## config.mk

```make
export PLATFORM = sky130hd
export DESIGN_NAME = gf22_sram64_rd_stream
export DESIGN_NICKNAME = d
export VERILOG_FILES = /design/src/rtl/gf22_sram_rd_pkg.sv /design/src/rtl/gf22_sram_rd_fifo.sv /design/src/rtl/gf22_sram64_rd_stream.sv
export SDC_FILE = /design/constraint.sdc
export NUM_CORES = 1
export LEC_CHECK = 0
export CAP_MARGIN = 25
export CORE_UTILIZATION = 50
export CTS_BUF_LIST = sky130_fd_sc_hd__clkbuf_2
export CTS_CLUSTER_DIAMETER = 200
export DETAILED_ROUTE_END_ITERATION = 10
export GPL_TIMING_DRIVEN = 0
export PLACE_DENSITY = 0.77
export SYNTH_ARGS = -nofsm -noshare
export SYNTH_HDL_FRONTEND = slang
export SYNTH_SLANG_ARGS = --single-unit
```

## constraint.sdc

```tcl
create_clock -name CLK -period 2.73 [get_ports CLK]
set_input_delay 0.546 -clock CLK [delete_from_list [all_inputs] [get_ports CLK]]
set_output_delay 0.546 -clock CLK [all_outputs]
set_load 0.05 [all_outputs]
```

## src/rtl/gf22_sram_rd_pkg.sv

```systemverilog
// Shared types and default sizing for the GF22 SRAM burst read streamer.
// The entry type is the FIFO word layout for the default data width.
package gf22_sram_rd_pkg;

  localparam int ABITS_DEF = 14;
  localparam int DW_DEF    = 64;
  localparam int LEN_W_DEF = 15;
  localparam int DEPTH_DEF = 4;

  typedef enum logic [1:0] {
    IDLE  = 2'd0,
    ISSUE = 2'd1,
    DRAIN = 2'd2
  } rd_state_e;

  typedef struct packed {
    logic              last;
    logic [DW_DEF-1:0] data;
  } rd_entry_t;

endpackage

```

## src/rtl/gf22_sram_rd_fifo.sv

```systemverilog
// Synchronous FIFO holding captured read words with their last tag.
// No bypass: a word pushed in one cycle is visible at the head the next cycle.
module gf22_sram_rd_fifo #(
  parameter int W     = 65,
  parameter int DEPTH = 4,
  localparam int AW   = $clog2(DEPTH),
  localparam int CW   = AW + 1
) (
  input  logic          CLK,
  input  logic          rstn,
  input  logic          push,
  input  logic [W-1:0]  push_data,
  input  logic          pop,
  output logic [W-1:0]  head,
  output logic [CW-1:0] count,
  output logic          empty
);

  logic [W-1:0]  mem [DEPTH];
  logic [AW-1:0] wr_ptr;
  logic [AW-1:0] rd_ptr;
  logic          do_push;
  logic          do_pop;

  assign empty   = (count == '0);
  assign do_push = push && (count != CW'(DEPTH));
  assign do_pop  = pop && !empty;
  assign head    = mem[rd_ptr];

  // Pointers wrap naturally because DEPTH is a power of two.
  always_ff @(posedge CLK) begin
    if (!rstn) begin
      wr_ptr <= '0;
      rd_ptr <= '0;
      count  <= '0;
    end else begin
      if (do_push) wr_ptr <= wr_ptr + 1'b1;
      if (do_pop)  rd_ptr <= rd_ptr + 1'b1;
      count <= count + CW'(do_push) - CW'(do_pop);
    end
  end

  always_ff @(posedge CLK) begin
    if (do_push) mem[wr_ptr] <= push_data;
  end

endmodule

```

## src/rtl/gf22_sram64_rd_stream.sv

```systemverilog
// Burst read streamer: issues one SRAM read per cycle under a credit limit and
// presents the captured words as a valid/ready stream with a last flag.
module gf22_sram64_rd_stream
  import gf22_sram_rd_pkg::*;
#(
  parameter int ABITS = ABITS_DEF,
  parameter int DW    = DW_DEF,
  parameter int LEN_W = LEN_W_DEF,
  parameter int DEPTH = DEPTH_DEF
) (
  input  logic             CLK,
  input  logic             rstn,
  input  logic             req_valid,
  output logic             req_ready,
  input  logic [ABITS-1:0] req_addr,
  input  logic [LEN_W-1:0] req_len,
  output logic             mem_CE1,
  output logic [ABITS-1:0] mem_A1,
  input  logic [DW-1:0]    mem_Q1,
  output logic             rd_valid,
  input  logic             rd_ready,
  output logic [DW-1:0]    rd_data,
  output logic             rd_last,
  output logic             busy,
  output logic             done,
  output logic [1:0]       dbg_state
);

  // Handshakes: a transfer happens on a rising edge where valid and ready are
  // both high; valid never waits on ready, and data is stable while valid waits.

  localparam int CW = $clog2(DEPTH) + 1;

  rd_state_e        state_q, state_d;
  logic [ABITS-1:0] cur_addr_q;
  logic [ABITS-1:0] a1_q;
  logic [LEN_W-1:0] remaining_q;
  logic             inflight_q;
  logic             inflight_last_q;
  logic             done_q;

  logic [DW:0]      fifo_head;
  logic [CW-1:0]    fifo_count;
  logic             fifo_empty;
  logic [CW:0]      occupancy;
  logic             credit_ok;
  logic             accept;
  logic             pop;
  logic             head_last;
  logic             last_issue;

  // Credit counts the word already in the SRAM pipe so a push can never overflow.
  assign occupancy  = {1'b0, fifo_count} + (CW+1)'(inflight_q);
  assign credit_ok  = occupancy < (CW+1)'(DEPTH);
  assign accept     = req_valid && req_ready;
  assign pop        = rd_valid && rd_ready;
  assign head_last  = fifo_head[DW];
  assign last_issue = mem_CE1 && (remaining_q == LEN_W'(1));

  always_comb begin
    state_d   = state_q;
    req_ready = 1'b0;
    mem_CE1   = 1'b0;
    case (state_q)
      IDLE: begin
        req_ready = rstn;
        if (req_valid && rstn && (req_len != '0)) state_d = ISSUE;
      end
      ISSUE: begin
        mem_CE1 = credit_ok;
        if (credit_ok && (remaining_q == LEN_W'(1))) state_d = DRAIN;
      end
      DRAIN: begin
        if (pop && head_last) state_d = IDLE;
      end
      default: state_d = IDLE;
    endcase
  end

  always_ff @(posedge CLK) begin
    if (!rstn) begin
      state_q         <= IDLE;
      cur_addr_q      <= '0;
      a1_q            <= '0;
      remaining_q     <= '0;
      inflight_q      <= 1'b0;
      inflight_last_q <= 1'b0;
      done_q          <= 1'b0;
    end else begin
      state_q         <= state_d;
      inflight_q      <= mem_CE1;
      inflight_last_q <= last_issue;
      done_q          <= (accept && (req_len == '0)) ||
                         ((state_q == DRAIN) && pop && head_last);
      if (accept) begin
        cur_addr_q  <= req_addr;
        remaining_q <= req_len;
      end else if (mem_CE1) begin
        cur_addr_q  <= cur_addr_q + 1'b1;
        remaining_q <= remaining_q - 1'b1;
        a1_q        <= cur_addr_q;
      end
    end
  end

  gf22_sram_rd_fifo #(
    .W     (DW + 1),
    .DEPTH (DEPTH)
  ) u_fifo (
    .CLK       (CLK),
    .rstn      (rstn),
    .push      (inflight_q),
    .push_data ({inflight_last_q, mem_Q1}),
    .pop       (pop),
    .head      (fifo_head),
    .count     (fifo_count),
    .empty     (fifo_empty)
  );

  // Address holds the last issued value while idle so the SRAM pins stay quiet.
  assign mem_A1    = mem_CE1 ? cur_addr_q : a1_q;
  assign rd_valid  = !fifo_empty;
  assign rd_data   = rd_valid ? fifo_head[DW-1:0] : '0;
  assign rd_last   = rd_valid && head_last;
  assign busy      = (state_q != IDLE);
  assign done      = done_q;
  assign dbg_state = state_q;

endmodule

```

; Word level (Yosys, flattened, before mapping)
; Memories as Yosys holds them, arrays and structs flattened. A register that Yosys moved wholly into a read port is not among the register bits.
; Index checks and enable logic that the tools add are counted.
[classes]
mux = 16
n_eq_ne = 7
bitwise_logic = 0
n_lt_le_gt_ge = 1
addsub = 7
shifts = 0
n_div = 0
n_mul = 0
n_reduce_logical = 22
[op_table]
columns = cell, n
row1 = 64-bit two-way mux, 1
row2 = 14-bit two-way mux, 3
row3 = 15-bit two-way mux, 2
row4 = 15-bit by 1-bit == test with 1-bit output (second input constant), 1
row5 = 15-bit logical NOT, 1
row6 = 15-bit nonzero test, 1
row7 = 15-bit by 1-bit subtractor with 15-bit output (second input constant), 1
row8 = 14-bit by 1-bit adder with 14-bit output (second input constant), 1
row9 = 1-bit logical AND, 13
row10 = 2-bit two-way mux, 5
row11 = 2-bit inequality test (second input constant), 3
row12 = 2-bit case mux with 3 select lines, 1
row13 = 2-bit by 1-bit adder with 2-bit output (second input constant), 2
row14 = 3-bit by 1-bit adder with 4-bit output, 1
row15 = 4-bit by 3-bit < comparator with 1-bit output (second input constant), 1
row16 = 1-bit two-way mux, 4
row17 = 2-bit nonzero test, 2
row18 = 3-bit by 1-bit adder with 3-bit output, 1
row19 = 3-bit logical NOT, 1
row20 = 3-bit inequality test (second input constant), 1
row21 = 3-bit AND reduction, 1
row22 = 3-bit by 1-bit subtractor with 3-bit output, 1
row23 = 2-bit by 1-bit == test with 1-bit output (second input constant), 1
row24 = 2-bit == test (second input constant), 1
row25 = 3 further kinds, 3
[totals]
memories = 1
input_bits = 97
latch_bits = 0
output_inout_bits = 86
rom_bits = 0
reg_bits = 55
elab_cells = 64
mem_bits_rw = 260
[mem_list]
columns = memory, depth, width, rd, rd_clocked_by_memory_dff, write_ports, line
row1 = u_fifo.mem, 4, 65, 1, 1, 1, gf22_sram_rd_fifo.sv:19  ; logic [W-1:0] mem [DEPTH];

; Longest topological paths before layout
[logic_depth]
depth_word = 6
depth_mapped = 10
depth_no_buf = 9

; Cells and area by module
; Synthesis repeated with hierarchy kept, for this count alone.
[hier_totals]
hier_cells = 777
hier_area_um2 = 12722.2
[by_module_without_submodules]
columns = mod, area_each_um2, seq_area_each_um2, instances, cells_each
row1 = gf22_sram_rd_fifo, 9894.5, 7987.7, 1, 388
row2 = gf22_sram64_rd_stream, 2827.7, 960.9, 1, 389

; Worst setup path after synthesis
; No wires, ideal clock.
[synth_timing]
kind = register to output
start = reg state_q[0] (netlist: dbg_state[0])
end = out mem_A1[11]
path_slack_ps = -280
path_buffers = 2
arrival_time_ps = 2464
path_stages_with_launch = 6
required_time_ps = 2184
cell_sequence = dfxtp_1 -> nor2b_1 -> clkbuf_1 -> nand2_1 -> buf_2 -> o21ai_0
[synth_between]
elab_chain_cells = 3
[synth_lines]
columns = item, line
row1 = from (decl), gf22_sram64_rd_stream.sv:34  ; rd_state_e state_q, state_d;
row2 = from (signal assigned), gf22_sram64_rd_stream.sv:90  ; state_q <= state_d;
row3 = 2-bit by 1-bit == test with 1-bit output, gf22_sram64_rd_stream.sv:64  ; case (state_q)
row4 = 1-bit two-way mux, gf22_sram64_rd_stream.sv:64
row5 = 14-bit two-way mux, -
row6 = to (decl), gf22_sram64_rd_stream.sv:18  ; output logic [ABITS-1:0] mem_A1,
; Every way passes these cells.

; Final worst setup path
[layout_timing]
start = reg u_fifo.count[2]
end = out mem_A1[10]
[layout_between]
elab_chain_cells = 4
[layout_lines]
columns = item, line
row1 = from (decl), gf22_sram_rd_fifo.sv:15  ; output logic [CW-1:0] count,
row2 = from (signal assigned), gf22_sram_rd_fifo.sv:39  ; count <= count + CW'(do_push) - CW'(do_pop);
row3 = 3-bit by 1-bit adder with 4-bit output, gf22_sram64_rd_stream.sv:53  ; assign occupancy = {1'b0, fifo_count} + (CW+1)'(inflight_q);
row4 = 4-bit by 3-bit < comparator with 1-bit output, gf22_sram64_rd_stream.sv:54  ; assign credit_ok = occupancy < (CW+1)'(DEPTH);
row5 = 1-bit two-way mux, gf22_sram64_rd_stream.sv:64
row6 = 14-bit two-way mux, -
; Every way passes these cells.

==> reports/qor.yml <==
slew_violations: 0
clkPwrFrac_pct: 18.9
leakage_nw: 6.14
grt_pass1_wl_um: 44000
final_cells: 1427
synth-main-ff-cell: "edfxtp_1"
r2r_cells: 11
ys_ff_latch: 317
drive_gt1_share_pct: 40.6
clk_pin_slew_worst_paths_ps: 120
synth_edf_count: 260
cts_tree: "done"
crit_fanout: 5
internal_power_w: 0.0104
reg2reg_slack_ps: 170
ys_types: 57
io_pins: 183
syn-num-nets: 850
io_buffers: 182
setup_viol: 81
skew_ps: 73.3
hold_viol: 0
ys_warn_count: 0
met3_usage_pct: 4.75
netlist_area_mm2: 0.0126
cts_hold_buf: 0
maxSlewHeadroom_pct: 42.2
start_kind: "register"
finalNetCount: 1160
drtPass1Iterations: 5
avgRoutedWirePerCell_um: 20.6
core_area_mm2: 0.0245
endpoint: "mem_A1[10]"
violations: "setup timing"
drc: 0
fmax_ghz: 0.322
drt-total-wl_um: 29500
rsz0062_at_grt: "true"
use_met2_pct: 37.4
grt_max_degree: 42
dieHeight_um: 161
ant_nets: 0
cts_sinks: 317
cts-htree-levels: 3
clk_latency_ps: 850
grtUsageTotal_pct: 22.5
pwr-share-comb_pct: 46.7
cts_buffer_depth: 3
dp.cells: 1252
drt_iter0_markers: 603
setup_slack_ps: -375
total_power_w: 0.0161
arrival_ps: 2560
status: "finished with violations"
clockRootBuffer: "clkbuf_2"
dieArea_mm2: 0.0259
start_util_pct: 51.5
swShare_pct: 35.2
post-dp-hpwl_um: 17200
worst_pin_slew_ps: 860
synthCells: 742
critPathKind: "reg2out"
die_width_um: 161
ir_drop_uv: 611
pwr_density_cell_mw_per_mm2: 933
r2r_start: "u_fifo.count[1]"
ys_seq_area_share_pct: 70.9
drt-vias-per-instance: 5.58
r2r-end: "u_fifo.count[2]"
fp-row-count: 57
fin_crit_ps: 3110
antenna_found_initial: 1
routabilityCongestion: 0.888
finalCritPeriodShare_pct: 114
area_growth_pct: 36.6
syn_area_per_cell_um2: 17.0
seqPwrFrac_pct: 34.4
busiest_layer: "met2"
cts_buffers: 78
max_cap_viol_count: 0
crit_path_start: "u_fifo.count[2]"
via_count: 7961
worst_setup_path_end_kind: "output port"
use_met1_pct: 28.9
required_ps: 2180
grt-ovfl-total: 0
async_reset_ff_share_pct: 0
switchingPower_w: 0.00566
hp-class: "in2reg"
grt_pass1_vias: 8233
## state kept, by name, summed over array words and instances, names as in the netlist, named ones only
register         cells
a1_q                14
u_fifo.rd_ptr        2
u_fifo.count         3
u_fifo.wr_ptr        2
done                 1
inflight_last_q      1
cur_addr_q          14
dbg_state            2
remaining_q         15
u_fifo.mem         260
inflight_q           1
## power groups by stage
stage | Clock (W) | Sequential, W | Combinational [W]
after global placement | 0 | 0.00562 | 0.00503
after floorplan | 0 | 0.00561 | 0.00346
after CTS | 0.00311 | 0.00552 | 0.00727
after detailed placement | 0 | 0.00563 | 0.00507
final | 0.00304 | 0.00554 | 0.00752
after global routing | 0.00336 | 0.00555 | 0.00783
## what timing repair did
item                                    CTS  global route
endpoints found under the setup margin   85            81
gates cloned                             14             1
pin swaps                                32            32
resized for setup                       795            79
setup buffers                            22            15
## cell type report
cell class | instances | area (µm²)
Antenna cell | 1 | 2.50
Buffer | 34 | 444
Clock buffer | 113 | 566
Clock inverter | 17 | 111
Fill cell | 1604 | 7280
Inverter | 18 | 80.1
Multi-Input combinational cell | 370 | 3790
Sequential cell | 317 | 8960
Tap cell | 324 | 405
Timing Repair Buffer | 233 | 2890
## cell families (layout without fill, tap and decap cells)
| family | Yosys count | after routing | share of synthesized area, % |
|---|---|---|---|
| AO/OA/AOI/OAI | 91 | 91 | 4.77 |
| XOR/XNOR | 10 | 10 | 0.694 |
| adder cells (fa/ha/maj) | 11 | 11 | 1.15 |
| buffers and inverters | 55 | 415 | 1.73 |
| flip-flops | 317 | 317 | 70.9 |
| multiplexers | 75 | 75 | 12.5 |
| other | 0 | 1 | 0 |
| AND/OR/NAND/NOR | 183 | 183 | 8.31 |
## Yosys cell counts (all sizes together), types with 3 or more instances
| cell | instances | area share [%] |
|---|---|---|
| nor3 | 9 | 0.36 |
| ha | 10 | 0.99 |
| a21oi | 19 | 0.75 |
| nand4 | 8 | 0.40 |
| nand2 | 19 | 0.56 |
| a32oi | 3 | 0.21 |
| a221o | 6 | 0.49 |
| a22o | 3 | 0.22 |
| xor2 | 4 | 0.28 |
| dfxtp | 57 | 9.0 |
| and3 | 4 | 0.20 |
| edfxtp | 260 | 62 |
| o21ai | 26 | 1.0 |
| o221ai | 3 | 0.21 |
| o22ai | 5 | 0.25 |
| a22oi | 6 | 0.36 |
| buf | 13 | 0.49 |
| mux2 | 9 | 0.80 |
| nor2 | 18 | 0.54 |
| xnor2 | 6 | 0.42 |
| nor4 | 8 | 0.40 |
| inv | 17 | 0.51 |
| mux4 | 65 | 12 |
| clkbuf | 24 | 0.71 |
| and2 | 85 | 4.2 |
| or4 | 3 | 0.19 |
| a311oi | 3 | 0.21 |
| nand3 | 13 | 0.52 |
| or3 | 4 | 0.24 |
## critical path: stages, from the launching register on
cell and delay (ps):
dfxtp_4 370, ha_4 150, o211a_4 240, o22ai_4 200, nand2_4 150, buf_8 170, mux2_2 290, buf_6 160
## per-stage QoR
step                      setup TNS [ps]  hold WS (ps)  worst slack [ps]  utilization [%]  instance area (µm²)
after global routing              -26500           254              -485             70.3                17300
final                             -16550           312              -375             70.3                17300
after CTS                         -27000           235              -472             69.3                17000
after global placement            -85870           454              -682             60.6                14900
after floorplan                    -1270           438              -280                -                12600
after detailed placement          -42680           461              -642             60.9                15000
## worst min path at each step
| stage | endpoint | startpoint | cells after the start | slack, ps |
|---|---|---|---|---|
| 2_1_floorplan | u_fifo.mem[0][64] | inflight_last_q | 0 | 440 |
| 3_3_place_gp | a1_q[2] | a1_q[2] | 2 | 450 |
| 3_5_place_dp | remaining_q[10] | remaining_q[10] | 2 | 460 |
| 4_1_cts | u_fifo.mem[0][29] | mem_Q1[29] | 1 | 230 |
| 5_1_grt | u_fifo.mem[0][22] | mem_Q1[22] | 1 | 250 |
| 6_report | cur_addr_q[13] | req_addr[13] | 3 | 310 |
## placed cells by master, fill, tap and decap left out, types with 19 or more instances in the layout
master	instances
buf_4	21
dfxtp_1	54
buf_8	70
buf_6	30
o21ai_0	19
a21oi_1	19
clkbuf_2	114
edfxtp_1	260
clkdlybuf4s50_1	97
and2_4	69
buf_12	19
mux4_2	65
## per-layer routing
| metal | vias up | wire (µm) |
|---|---|---|
| met5 | - | 0 |
| met3 | 72 | 1990 |
| met4 | 0 | 807 |
| met2 | 363 | 14900 |
| li1 | 3588 | - |
| met1 | 3938 | 11700 |
(Power assumes the default switching activity.)
